==> config.mk <==
export PLATFORM = sky130hd
export DESIGN_NAME = result_serializer
export DESIGN_NICKNAME = d
export VERILOG_FILES = /design/src/rtl/result_serializer.sv
export SDC_FILE = /design/constraint.sdc
export NUM_CORES = 1
export LEC_CHECK = 0
export BUFFER_PORTS_ARGS = -buffer_cell sky130_fd_sc_hd__buf_2
export CAP_MARGIN = 0
export CORE_UTILIZATION = 59
export DETAILED_ROUTE_END_ITERATION = 8
export PLACE_DENSITY = 0.84
export SYNTH_ARGS = -nofsm -noshare
export SYNTH_HDL_FRONTEND = slang
export SYNTH_SLANG_ARGS = --single-unit
==> constraint.sdc <==
create_clock -name clk -period 3.7 [get_ports clk]
set_clock_uncertainty 0.2 [all_clocks]
set_input_delay 0.74 -clock clk [delete_from_list [all_inputs] [get_ports clk]]
set_output_delay 0.74 -clock clk [all_outputs]
set_load 0.03 [all_outputs]
==> src/rtl/result_serializer.sv <==
// result_serializer: captures LANES accumulator sums per tile into one of two
// banks and emits them one word per cycle to result_save, with per-word flags
// and a conv_done pulse at the end of the layer.

// One lane of the two-bank tile store.
module result_serializer_lane #(
  parameter int ACC_W = 32
) (
  input  logic             clk,
  input  logic             rstn,
  input  logic             wr_en,
  input  logic             wr_bank,
  input  logic [ACC_W-1:0] din,
  input  logic             rd_bank,
  output logic [ACC_W-1:0] dout
);
  logic [1:0][ACC_W-1:0] mem;

  // Write the selected bank on capture.
  always_ff @(posedge clk or negedge rstn) begin
    if (!rstn)      mem <= '0;
    else if (wr_en) mem[wr_bank] <= din;
  end

  assign dout = mem[rd_bank];
endmodule

module result_serializer #(
  parameter int LANES = 8,
  parameter int ACC_W = 32,
  parameter int CNT_W = 16
) (
  input  logic                   clk,
  input  logic                   rstn,
  input  logic                   start,
  input  logic [CNT_W-1:0]       img2col_t_num,
  input  logic [CNT_W-1:0]       kernel_num,
  input  logic                   acc_vld,
  input  logic [LANES*ACC_W-1:0] acc_data,
  output logic                   acc_rdy,
  output logic [ACC_W-1:0]       result,
  output logic [3:0]             result_valid,
  output logic                   conv_done,
  output logic                   ovf_err
);
  localparam int LW = (LANES > 1) ? $clog2(LANES) : 1;

  typedef enum logic [1:0] {IDLE, RUN, DONE} state_t;
  state_t state, state_nxt;

  logic [CNT_W-1:0]             t_num_q, kn_q, t_idx, k_idx;
  logic [1:0]                   full;
  logic                         wr_sel, rd_sel, sbusy;
  logic [LW-1:0]                lane;
  logic [LANES-1:0][ACC_W-1:0]  acc_lanes, rd_word;
  logic                         start_ok, zero_cfg, cap, start_drain, word_en;
  logic                         last_word, t_last, k_last, layer_end;
  logic [ACC_W-1:0]             word;
  logic [3:0]                   rv_nxt;

  assign acc_lanes = acc_data;

  for (genvar i = 0; i < LANES; i++) begin : g_lane
    result_serializer_lane #(.ACC_W(ACC_W)) u_lane (
      .clk    (clk),
      .rstn   (rstn),
      .wr_en  (cap),
      .wr_bank(wr_sel),
      .din    (acc_lanes[i]),
      .rd_bank(rd_sel),
      .dout   (rd_word[i])
    );
  end

  assign start_ok  = (state == IDLE) && start;
  assign zero_cfg  = (img2col_t_num == '0) || (kernel_num == '0);
  assign acc_rdy   = (state == RUN) && !(full[0] && full[1]);
  assign cap       = acc_vld && acc_rdy;
  // An idle serializer starts on a full bank, or bypasses a tile being
  // captured into the read bank so lane 0 leaves one cycle after acc_vld.
  assign start_drain = !sbusy && (full[rd_sel] || (cap && (wr_sel == rd_sel)));
  assign word_en   = sbusy || start_drain;
  assign last_word = sbusy && (lane == LW'(LANES-1));
  assign t_last    = (t_idx == t_num_q - 1'b1);
  assign k_last    = (k_idx == kn_q - 1'b1);
  assign layer_end = last_word && t_last && k_last;
  assign word      = sbusy ? rd_word[lane] : (full[rd_sel] ? rd_word[0] : acc_lanes[0]);
  assign rv_nxt    = word_en ? {start_drain & t_last, start_drain, 2'b11} : 4'b0000;

  // State register.
  always_ff @(posedge clk or negedge rstn) begin
    if (!rstn) state <= IDLE;
    else       state <= state_nxt;
  end

  // Next-state logic.
  always_comb begin
    state_nxt = state;
    case (state)
      IDLE:    if (start) state_nxt = zero_cfg ? DONE : RUN;
      RUN:     if (layer_end) state_nxt = DONE;
      DONE:    state_nxt = IDLE;
      default: state_nxt = IDLE;
    endcase
  end

  // Config latch, bank occupancy, drain sequencing and tile/kernel counters.
  always_ff @(posedge clk or negedge rstn) begin
    if (!rstn) begin
      t_num_q <= '0; kn_q <= '0; t_idx <= '0; k_idx <= '0;
      full <= '0; wr_sel <= 1'b0; rd_sel <= 1'b0; sbusy <= 1'b0; lane <= '0;
    end else if (start_ok) begin
      t_num_q <= img2col_t_num; kn_q <= kernel_num; t_idx <= '0; k_idx <= '0;
      full <= '0; wr_sel <= 1'b0; rd_sel <= 1'b0; sbusy <= 1'b0; lane <= '0;
    end else begin
      // Capture and release never touch the same bank in one cycle.
      if (cap) begin
        full[wr_sel] <= 1'b1;
        wr_sel       <= ~wr_sel;
      end
      if (start_drain) begin
        sbusy <= 1'b1;
        lane  <= LW'(1);
      end else if (sbusy) begin
        if (last_word) begin
          sbusy        <= 1'b0;
          lane         <= '0;
          full[rd_sel] <= 1'b0;
          rd_sel       <= ~rd_sel;
          if (t_last) begin
            t_idx <= '0;
            k_idx <= k_last ? '0 : k_idx + 1'b1;
          end else begin
            t_idx <= t_idx + 1'b1;
          end
        end else begin
          lane <= lane + 1'b1;
        end
      end
    end
  end

  // Registered outputs; result is zero when no word is emitted.
  always_ff @(posedge clk or negedge rstn) begin
    if (!rstn) begin
      result <= '0; result_valid <= '0; conv_done <= 1'b0; ovf_err <= 1'b0;
    end else begin
      result       <= word_en ? word : '0;
      result_valid <= rv_nxt;
      conv_done    <= (state == DONE);
      ovf_err      <= ovf_err | (acc_vld & ~acc_rdy);
    end
  end
endmodule

---- Word level (Yosys, flattened, before mapping) ----
Cells that the tools add are included.
Widths: inputs -> output; s select.
storage, ports and cells
  bits in registers ....................... 624
  logic and storage cells ................. 158
  bits of input ports ..................... 292
  output and inout port bits .............. 39
cells by class
  $add $sub $neg .......................... 5
  $lt $le $gt $ge ......................... 5
  equality and inequality tests ........... 9
  mux-type cells .......................... 73
  bitwise logic cells ..................... 9
  reduce and logical (&&, ||, !) cells .... 27
operators by type and width
  operator               number
  $mux 32                21
  $bwmux 64              8
  $mux 16                11
  $bmux 32 s3            1
  $add 16x1->16 const B  2
  $demux 32 s1           1
  $eq 16x16->1           2
  $logic_not 16->1       2
  $sub 16x1->16 const B  2
  $mux 2                 9
  $mux 1                 14
  $mux 3                 4
  $logic_and 1x1->1      11
  $reduce_bool 2->1      4
  $ne 2x2->1 const B     3
  $lt 1x2->1 const B     2
  $lt 3x4->1 const B     1
  $mux 4                 1
  $pmux 2 s2             1
  $reduce_and 4->1       1
  $add 3x1->3 const B    1
  $eq 3x3->1 const B     1
  $logic_or 1x1->1       3
  $not 1->1              3
  other kinds (15)       19

---- Longest topological paths before layout ----
Gate-level depths: netlist (run 1).
  word-level depth ........................ 12
  depth in mapped cells ................... 14
  depth with buffers taken out ............ 10

---- Modules after synthesis ----
Synthesis (run 1) repeated with hierarchy kept, for this count alone.
unflattened totals
  cells, all modules ...................... 2217
  area, all modules ....................... 30879.6 um2
by module, submodules not included
  module                  cells an instance  area an instance (um2)  sequential area each (um2)  instances
  result_serializer_lane  173                2835.2                  1601.5                      8
  result_serializer       833                8197.9                  2777.7                      1

---- Worst setup path after synthesis (run 1) ----
No wires, ideal clock.
  path type ............................... register -> register
  start ................................... register t_num_q[0]
  end ..................................... register k_idx[8]
  required time ........................... 3.427 ns
  clock period less this slack ............ 3.322 ns
  buffers on the path ..................... 3
  arrival time ............................ 3.049 ns
  slack ................................... 0.378 ns
  library setup time ...................... 0.073 ns
  cell stages (with the launch flop) ...... 14
  cells stage by stage .................... dfrtp_1 inv_1 ha_1 buf_2 or4b_1 buf_2 nor4_4 xor2_1 a32oi_1 a211oi_2 nand2_2 buf_6 or4_4 a21oi_2
between the ends
  word-level cells in the longest chain between the ends .. 4
RTL lines
  what                                line  text
  from (decl)                         51    logic [CNT_W-1:0] t_num_q, kn_q, t_idx, k_idx;
  from (signal assigned)              110   t_num_q <= '0; kn_q <= '0; t_idx <= '0; k_idx <= '0;
  from (signal assigned)              113   t_num_q <= img2col_t_num; kn_q <= kernel_num; t_idx <= '0; k_idx <= '0;
  $sub 16x1->16                       84    assign t_last = (t_idx == t_num_q - 1'b1);
  $eq 16x16->1                        84
  $reduce_bool 2->1 (no source line)  -
  $reduce_and 4->1 (no source line)   -
  to (signal assigned)                132   k_idx <= k_last ? '0 : k_idx + 1'b1;
  to (decl)                           51
Every way passes these cells.
A chain may end at the register's enable or synchronous reset.

---- Worst setup path in the final report (run 1) ----
  start ................................... register kn_q[5]
  end ..................................... register k_idx[0]
between the ends
  word-level cells in the longest chain between the ends .. 8
RTL lines
  what                    line  text
  from (decl)             51
  from (signal assigned)  110
  from (signal assigned)  113
  $sub 16x1->16           85    assign k_last = (k_idx == kn_q - 1'b1);
  $eq 16x16->1            85
  $mux 16                 132
  $mux 16                 130   if (t_last) begin
  $mux 16                 125   if (last_word) begin
  $mux 16                 124   end else if (sbusy) begin
  $mux 16                 121   if (start_drain) begin
  $mux 16                 112   end else if (start_ok) begin
Every way passes these cells. The select of a mux whose other input is x is not followed.

==> impl_results.md, run 1 <==
- Outcome: complete, no violations
- CP required: 3.99 ns
- Final #Nets: 3778
- Post-Syn Nets: 3515
- Flop pwr share: 0.366
- CP Class: reg -> reg
- Cells after Synth: 3217
- Share of layout cells above drive strength 1: 0.187
- DRC: 0
- CORE AREA: 49200 sq um
- CTS Sinks: 623
- Vias in the first global route: 24400
- TritonCTS clock tree: built
- Total grt overflow: 0
- Rows: 81
- Net Switching: 12.1 mW
- Static Leakage: 17.7 nW
- Max-Cap Viols: 0
- Clock buffer depth: 3
- Sequential element share of the synthesized area: 0.529
- Max FO, Critical Path: 9
- Slew @ Worst Pin: 0.964 ns
- Post-synth EDFFs: 0
- Fin. Hold Viols: 0
- # IOs: 331
- Total GRT Usage: 0.359
- Internal: 19.2 mW
- H-Tree Depth: 3
- Die height: 226 um
- Syn Area/Cell: 9.17 sq um
- Initial DRC count: 2944
- Setup TNS: 0 ns
- Fin crit share: 0.940
- Slew Viols, Final: 0
- Detail Route Antenna Nets: 0
- Top FF cell, synth: dfrtp_1
- Starting Density: 0.600
- Kind of start point of the critical path: flop
- Combinational group share of total power: 0.409
- Final min period: 3.48 ns
- Total vias in the final route: 24800
- Clock transition at path regs: 0.06 ns
- FFs w/ async S/R, synth: 1.00
- First-pass GRT wire length: 138 mm
- Post-synthesis cell area: 29500 sq um
- Worst EP arrival: 3.77 ns
- Warnings, synthesis: 0
- FF+latch count, synth: 623
- Critical path endpoint category: flop
- TritonCTS buffer count: 66
- Largest net degree at the start of global routing: 144
- Synth-to-layout area growth: 16.9%
- RSZ-0062 raised after global routing: false
- Post_cts resized: 0
- Vias per cell: 5.87
- Netlist cell types: 65
- Class of the worst hold path: in -> reg
- Drt first pass iters: 6
- Final HPWL DP: 58.6 mm
- RePlAce Congestion: 0.943
- Die Footprint: 50900 sq um
- Clk_lat worst skew: 0.60 ns
- Min Hold Slack: 0.136 ns
- DIE WIDTH: 226 um
- FMAX: 288 MHz
- Clk network pwr share: 0.225
- Switch share: 0.387
- Max_slew headroom: 0.357
- Initial antenna violation count: 48
- Pwr Density: 907 nW/um^2
- Final wirelength: 89.1 mm
- Clock root cell: clkbuf_16
- I/O Buffers: 330
- Final Setup Violations: 0
- DR WL/cell: 21.1 um
- Peak supply drop: 690 uV
power groups by stage:
stage,clock network [mW],registers (mW),logic [mW]
3_5_place_dp,0,11.5,12.5
3_3_place_gp,0,11.3,12.1
2_1_floorplan,0,11.2,8.25
5_1_grt,7.34,11.8,13.8
4_1_cts,7.07,11.4,12.6
6_report,7.02,11.5,12.8
final timing paths:
kind,slack (ns),to,depth (start not counted),from
setup / recovery,0.22,k_idx[0]$_DFFE_PN0P_,8,kn_q[5]$_DFFE_PN0P_
max in group asynchronous,1.86,t_num_q[7]$_DFFE_PN0P_,3,rstn
min in group asynchronous,0.55,g_lane[1].u_lane.mem[38]$_DFFE_PN0P_,2,rstn
setup reg to reg,0.22,k_idx[0]$_DFFE_PN0P_,8,kn_q[5]$_DFFE_PN0P_
hold / removal,0.14,g_lane[7].u_lane.mem[23]$_DFFE_PN0P_,3,acc_data[247]
hold reg to reg,0.26,ovf_err$_DFF_PN0_,1,ovf_err$_DFF_PN0_
cell type report:
type	instances	area (sq um)
inverters	18	67.6
repair buffers	403	2560
well taps	664	831
fillers	3541	14700
multi-input cells	2368	13000
diodes	32	80.1
clock buffers	102	2040
flip-flops and latches	623	15600
clock inverters	13	246
cell usage after synthesis (5+ instances only):
cell	number	area, sq um
xnor2_1	22	193
xor2_1	14	123
a21oi_1	55	275
o21ai_1	7	35.0
mux4_2	113	2540
ha_1	6	75.1
or2_2	6	37.5
clkbuf_1	172	646
or4_1	9	67.6
or4b_1	5	50.1
a211oi_1	5	37.5
mux2_2	16	180
buf_2	7	35.0
buf_1	21	78.8
mux2i_1	117	1170
nand4b_1	5	43.8
o311ai_1	6	52.6
a31oi_1	8	50.1
o21ai_0	52	260
nor2b_1	8	50.1
o22ai_1	5	31.3
and3_1	13	81.3
nor4_1	17	106
nor3_1	14	70.1
o31ai_1	6	45.0
or3_1	10	62.6
dfrtp_1	623	15600
inv_1	18	67.6
nand4_1	13	81.3
nand3_1	23	115
o211ai_1	17	128
nand2_1	1691	6350
nor2_1	54	203
repair_timing:
item | CTS | global route
endpoints found under the hold margin | 64 | 0
hold buffers | 1 | 0
buffers inserted | 0 | 0
cells by family after synthesis:
| logic type | share of synthesized area |
|---|---|
| AOI/OAI and AO/OA | 0.0379 |
| xor gates and xnor gates | 0.0107 |
| adders and majority gates | 0.00255 |
| buffers and inverters | 0.0304 |
| DFF | 0.529 |
| muxes | 0.132 |
| and+or+nand+nor | 0.258 |
placed cells by master (no fill, tap or decap), drive strengths merged, types with 8 or more instances in the layout:
master	count
mux4	113
buf	402
nand4	13
nor2b	8
o21ai	59
nor3	14
nand3	23
xor2	14
or3	11
nor4	19
xnor2	22
clkbuf	102
and3	13
a31oi	8
dfrtp	623
nand2	1693
nor2	54
diode	32
or4	13
a21oi	56
mux2	16
inv	19
mux2i	117
o211ai	17
per-stage QoR:
step	total power, mW	cell area, sq um	util	instances	setup WS, ns
6_report	31.3	34500	0.701	4223	0.224
5_1_grt	32.9	34500	0.701	4216	0.0161
4_1_cts	31.1	34400	0.700	4191	0.260
3_5_place_dp	23.9	32100	0.653	4075	0.270
3_3_place_gp	23.4	32100	0.653	4075	0.325
2_1_floorplan	19.4	29500	-	3217	0.378
flip-flops by register name (all words and copies together), names as in the netlist:
signal and flops:
ovf_err 1, g_lane.u_lane.mem 512, result 32, state 2
wr_sel 1, kn_q 16, k_idx 16, full 2
sbusy 1, rd_sel 1, result_valid 3, lane 3
t_idx 16, conv_done 1, t_num_q 16
routing by layer:
metal | GRT usage | vias to the layer above | part of all wire
li1 | - | 11100 | -
met1 | 0.472 | 12300 | 0.38
met2 | 0.542 | 1143 | 0.47
met3 | 0.0957 | 236 | 0.097
met4 | 0.203 | 38 | 0.052
met5 | 0 | - | 0.0026
critical path: stages, from the launching register on:
cell and delay [ns]:
dfrtp_1 0.47, or4_1 0.66, or4_1 0.53, a211oi_1 0.25, nand4b_1 0.22, nor4_4 0.45, nand2_4 0.14, nor3b_1 0.17
mux2_2 0.28
No activity file was read; power rests on OpenSTA's default activity.
==> run 2: changes to the inputs <==
CTS_BUF_LIST = sky130_fd_sc_hd__clkbuf_16   (was not set)
==> impl_results.md, run 2 (synthesis gave the netlist of run 1 again) <==
- Commonest non-fill, non-tap cell in the layout: nand2_1 (unchanged)
- FMAX: 287 MHz (was 288 MHz)
- Outcome: complete, no violations (unchanged)
- Max-Cap Viols: 0 (unchanged)
- Setup ws final: 0.216 ns (was 0.224 ns)
- Final std cells w/o fill: 4228 (was 4223)
- Max_slew headroom: 0.410 (was 0.357)
- CTS Sinks: 623 (unchanged)
- Setup TNS: 0 ns (unchanged)
- Total vias in the final route: 24800 (about the same)
- First-pass GRT wire length: 138 mm (about the same)
- Worst EP arrival: 3.73 ns (was 3.77 ns)
- Final HPWL DP: 58.6 mm (unchanged)
- # IOs: 331 (unchanged)
- RePlAce Congestion: 0.943 (unchanged)
- Depth of the most critical reg-to-reg path: 8 (unchanged)
- Clk_lat worst skew: 0.61 ns (was 0.60 ns)
- Drt first pass iters: 8 (was 6)
- Critical path endpoint category: flop (unchanged)
- Static Leakage: 17.7 nW (about the same)
- Share of layout cells above drive strength 1: 0.183 (was 0.187)
- I/O Buffers: 330 (unchanged)
- TritonCTS buffer count: 66 (unchanged)
- Clock buffer depth: 3 (unchanged)
- Peak supply drop: 751 uV (was 690 uV)
- Clock transition at path regs: 0.06 ns (about the same)
- Detail Route Antenna Nets: 0 (unchanged)
- CP Class: reg -> reg (unchanged)
- Synth-to-layout area growth: 16.5% (was 16.9%)
- Biggest register: g_lane.u_lane.mem (unchanged)
- CORE AREA: 49200 sq um (unchanged)
- Clock root cell: clkbuf_16 (unchanged)
- Total GRT Usage: 0.358 (was 0.359)
- DR WL/cell: 21.0 um (was 21.1 um)
- Filler cell count: 3557 (was 3541)
- RSZ-0062 raised after global routing: false (unchanged)
- Top Registers: g_lane.u_lane.mem (512), result (32) (unchanged)
- Fin crit share: 0.942 (was 0.940)
- R2R setup slack: 0.22 ns (about the same)
- Setup bufs post-CTS: 0 (unchanged)
- Die Footprint: 50900 sq um (unchanged)
- RR Startpoint: t_num_q[8]$_DFFE_PN0P_ (was kn_q[5]$_DFFE_PN0P_)
- Die height: 226 um (unchanged)
- DRC: 0 (unchanged)
- Final #Nets: 3778 (unchanged)
- Vias in the first global route: 24300 (was 24400)
- Dpl cells: 4075 (unchanged)
- Kind of start point of the critical path: flop (unchanged)
- Final Setup Violations: 0 (unchanged)
- Critical Path End: t_idx[8]$_DFFE_PN0P_ (was k_idx[0]$_DFFE_PN0P_)
- Reg-to-Reg End: t_idx[8]$_DFFE_PN0P_ (was k_idx[0]$_DFFE_PN0P_)
- Max FO, Critical Path: 11 (was 9)
- Pwr Density: 898 nW/um^2 (was 907 nW/um^2)
- H-Tree Depth: 3 (unchanged)
- Total grt overflow: 0 (unchanged)
- Largest net degree at the start of global routing: 144 (unchanged)
- Rows: 81 (unchanged)
- CP startpoint: t_num_q[8]$_DFFE_PN0P_ (was kn_q[5]$_DFFE_PN0P_)
- Fin. Hold Viols: 0 (unchanged)
- Initial antenna violation count: 50 (was 48)
- Vias per cell: 5.86 (was 5.87)
- Starting Density: 0.600 (unchanged)
- Initial DRC count: 3006 (was 2944)
- Final wirelength: 88.8 mm (was 89.1 mm)
- Slew @ Worst Pin: 0.861 ns (was 0.964 ns)
- DIE WIDTH: 226 um (unchanged)
- Max reg flops: 512 (unchanged)
- Place WS: 0.270 ns (unchanged)
- Final min period: 3.48 ns (about the same)
- Slew Viols, Final: 0 (unchanged)
- CP required: 3.95 ns (was 3.99 ns)
- Class of the worst hold path: in -> reg (unchanged)
- Most frequent cells in the layout: 1691 x nand2_1, 619 x dfrtp_1, 329 x buf_2 (unchanged)
- TritonCTS clock tree: built (unchanged)
[run 2: cell types whose count changed in the layout (fill, tap and decap cells not counted), sizes merged]
cell    previous run  this run
clkbuf           102        71
clkinv             4        19
diode             32        37
inv               19        35
[run 2: per-layer routing]
metal / share of wire / vias up / global-route usage / routed length (um)
met5: 0.0031 / - / 0 / 272
met4: 0.058 / 42 / 0.213 / 5120
met3: 0.098 / 270 / 0.0924 / 8710
met2: 0.46 / 1182 / 0.535 / 40700
met1: 0.38 / 12200 / 0.473 / 34000
li1: - / 11100 / - / -
[run 2: worst min-delay path by stage]
stage / startpoint / endpoint / slack [ns] / cells after the start
after floorplan: rstn / conv_done$_DFF_PN0_ / 0.24 / 0
after global placement: ovf_err$_DFF_PN0_ / ovf_err$_DFF_PN0_ / 0.24 / 1
after detailed placement: ovf_err$_DFF_PN0_ / ovf_err$_DFF_PN0_ / 0.25 / 1
after CTS: acc_data[247] / g_lane[7].u_lane.mem[23]$_DFFE_PN0P_ / 0.11 / 3
after global routing: acc_data[37] / g_lane[1].u_lane.mem[37]$_DFFE_PN0P_ / 0.14 / 3
final: acc_data[247] / g_lane[7].u_lane.mem[23]$_DFFE_PN0P_ / 0.13 / 3
[run 2: through the flow]
| step | total power, mW | utilization | hold WS (ns) | cell area [sq um] |
|---|---|---|---|---|
| floorplan | 19.4 | - | 0.240 | 29500 |
| global placement | 23.4 | 0.653 | 0.236 | 32100 |
| detailed placement | 23.9 | 0.653 | 0.247 | 32100 |
| CTS | 30.7 | 0.697 | 0.114 | 34200 |
| global route | 32.5 | 0.698 | 0.135 | 34300 |
| finish | 30.9 | 0.699 | 0.131 | 34300 |
[run 2: layout make-up]
type,instances,area (sq um),share of cell area
tap,664,831,0.0242
inverter,18,67.6,0.00197
clock buffer,71,1780,0.0517
multi-input combinational,2368,13000,0.380
antenna,37,92.6,0.00270
sequential,623,15600,0.454
timing repair buffer,403,2560,0.0746
clock inverter,44,363,0.0106
[run 2: report_power, final]
part / total (mW) / internal, mW / switching [mW]
Combinational: 12.8 / 5.14 / 7.62
Sequential: 11.4 / 9.75 / 1.69
Clock: 6.65 / 3.92 / 2.73
Total: 30.9 / 18.8 / 12.0
[run 2: repair_timing]
action,4_1_cts,5_1_grt
resized for setup,0,0
hold buffers,1,0
endpoints found under the hold margin,64,0
[run 2: worst max-delay path, cell delays in order (launching register included)]
cell	delay [ns]
dfrtp_1	0.44
or4_4	0.61
a211o_1	0.31
nor4b_1	0.44
nand2_1	0.08
or4_1	0.48
a211o_1	0.28
nand2_1	0.36
o211ai_1	0.16
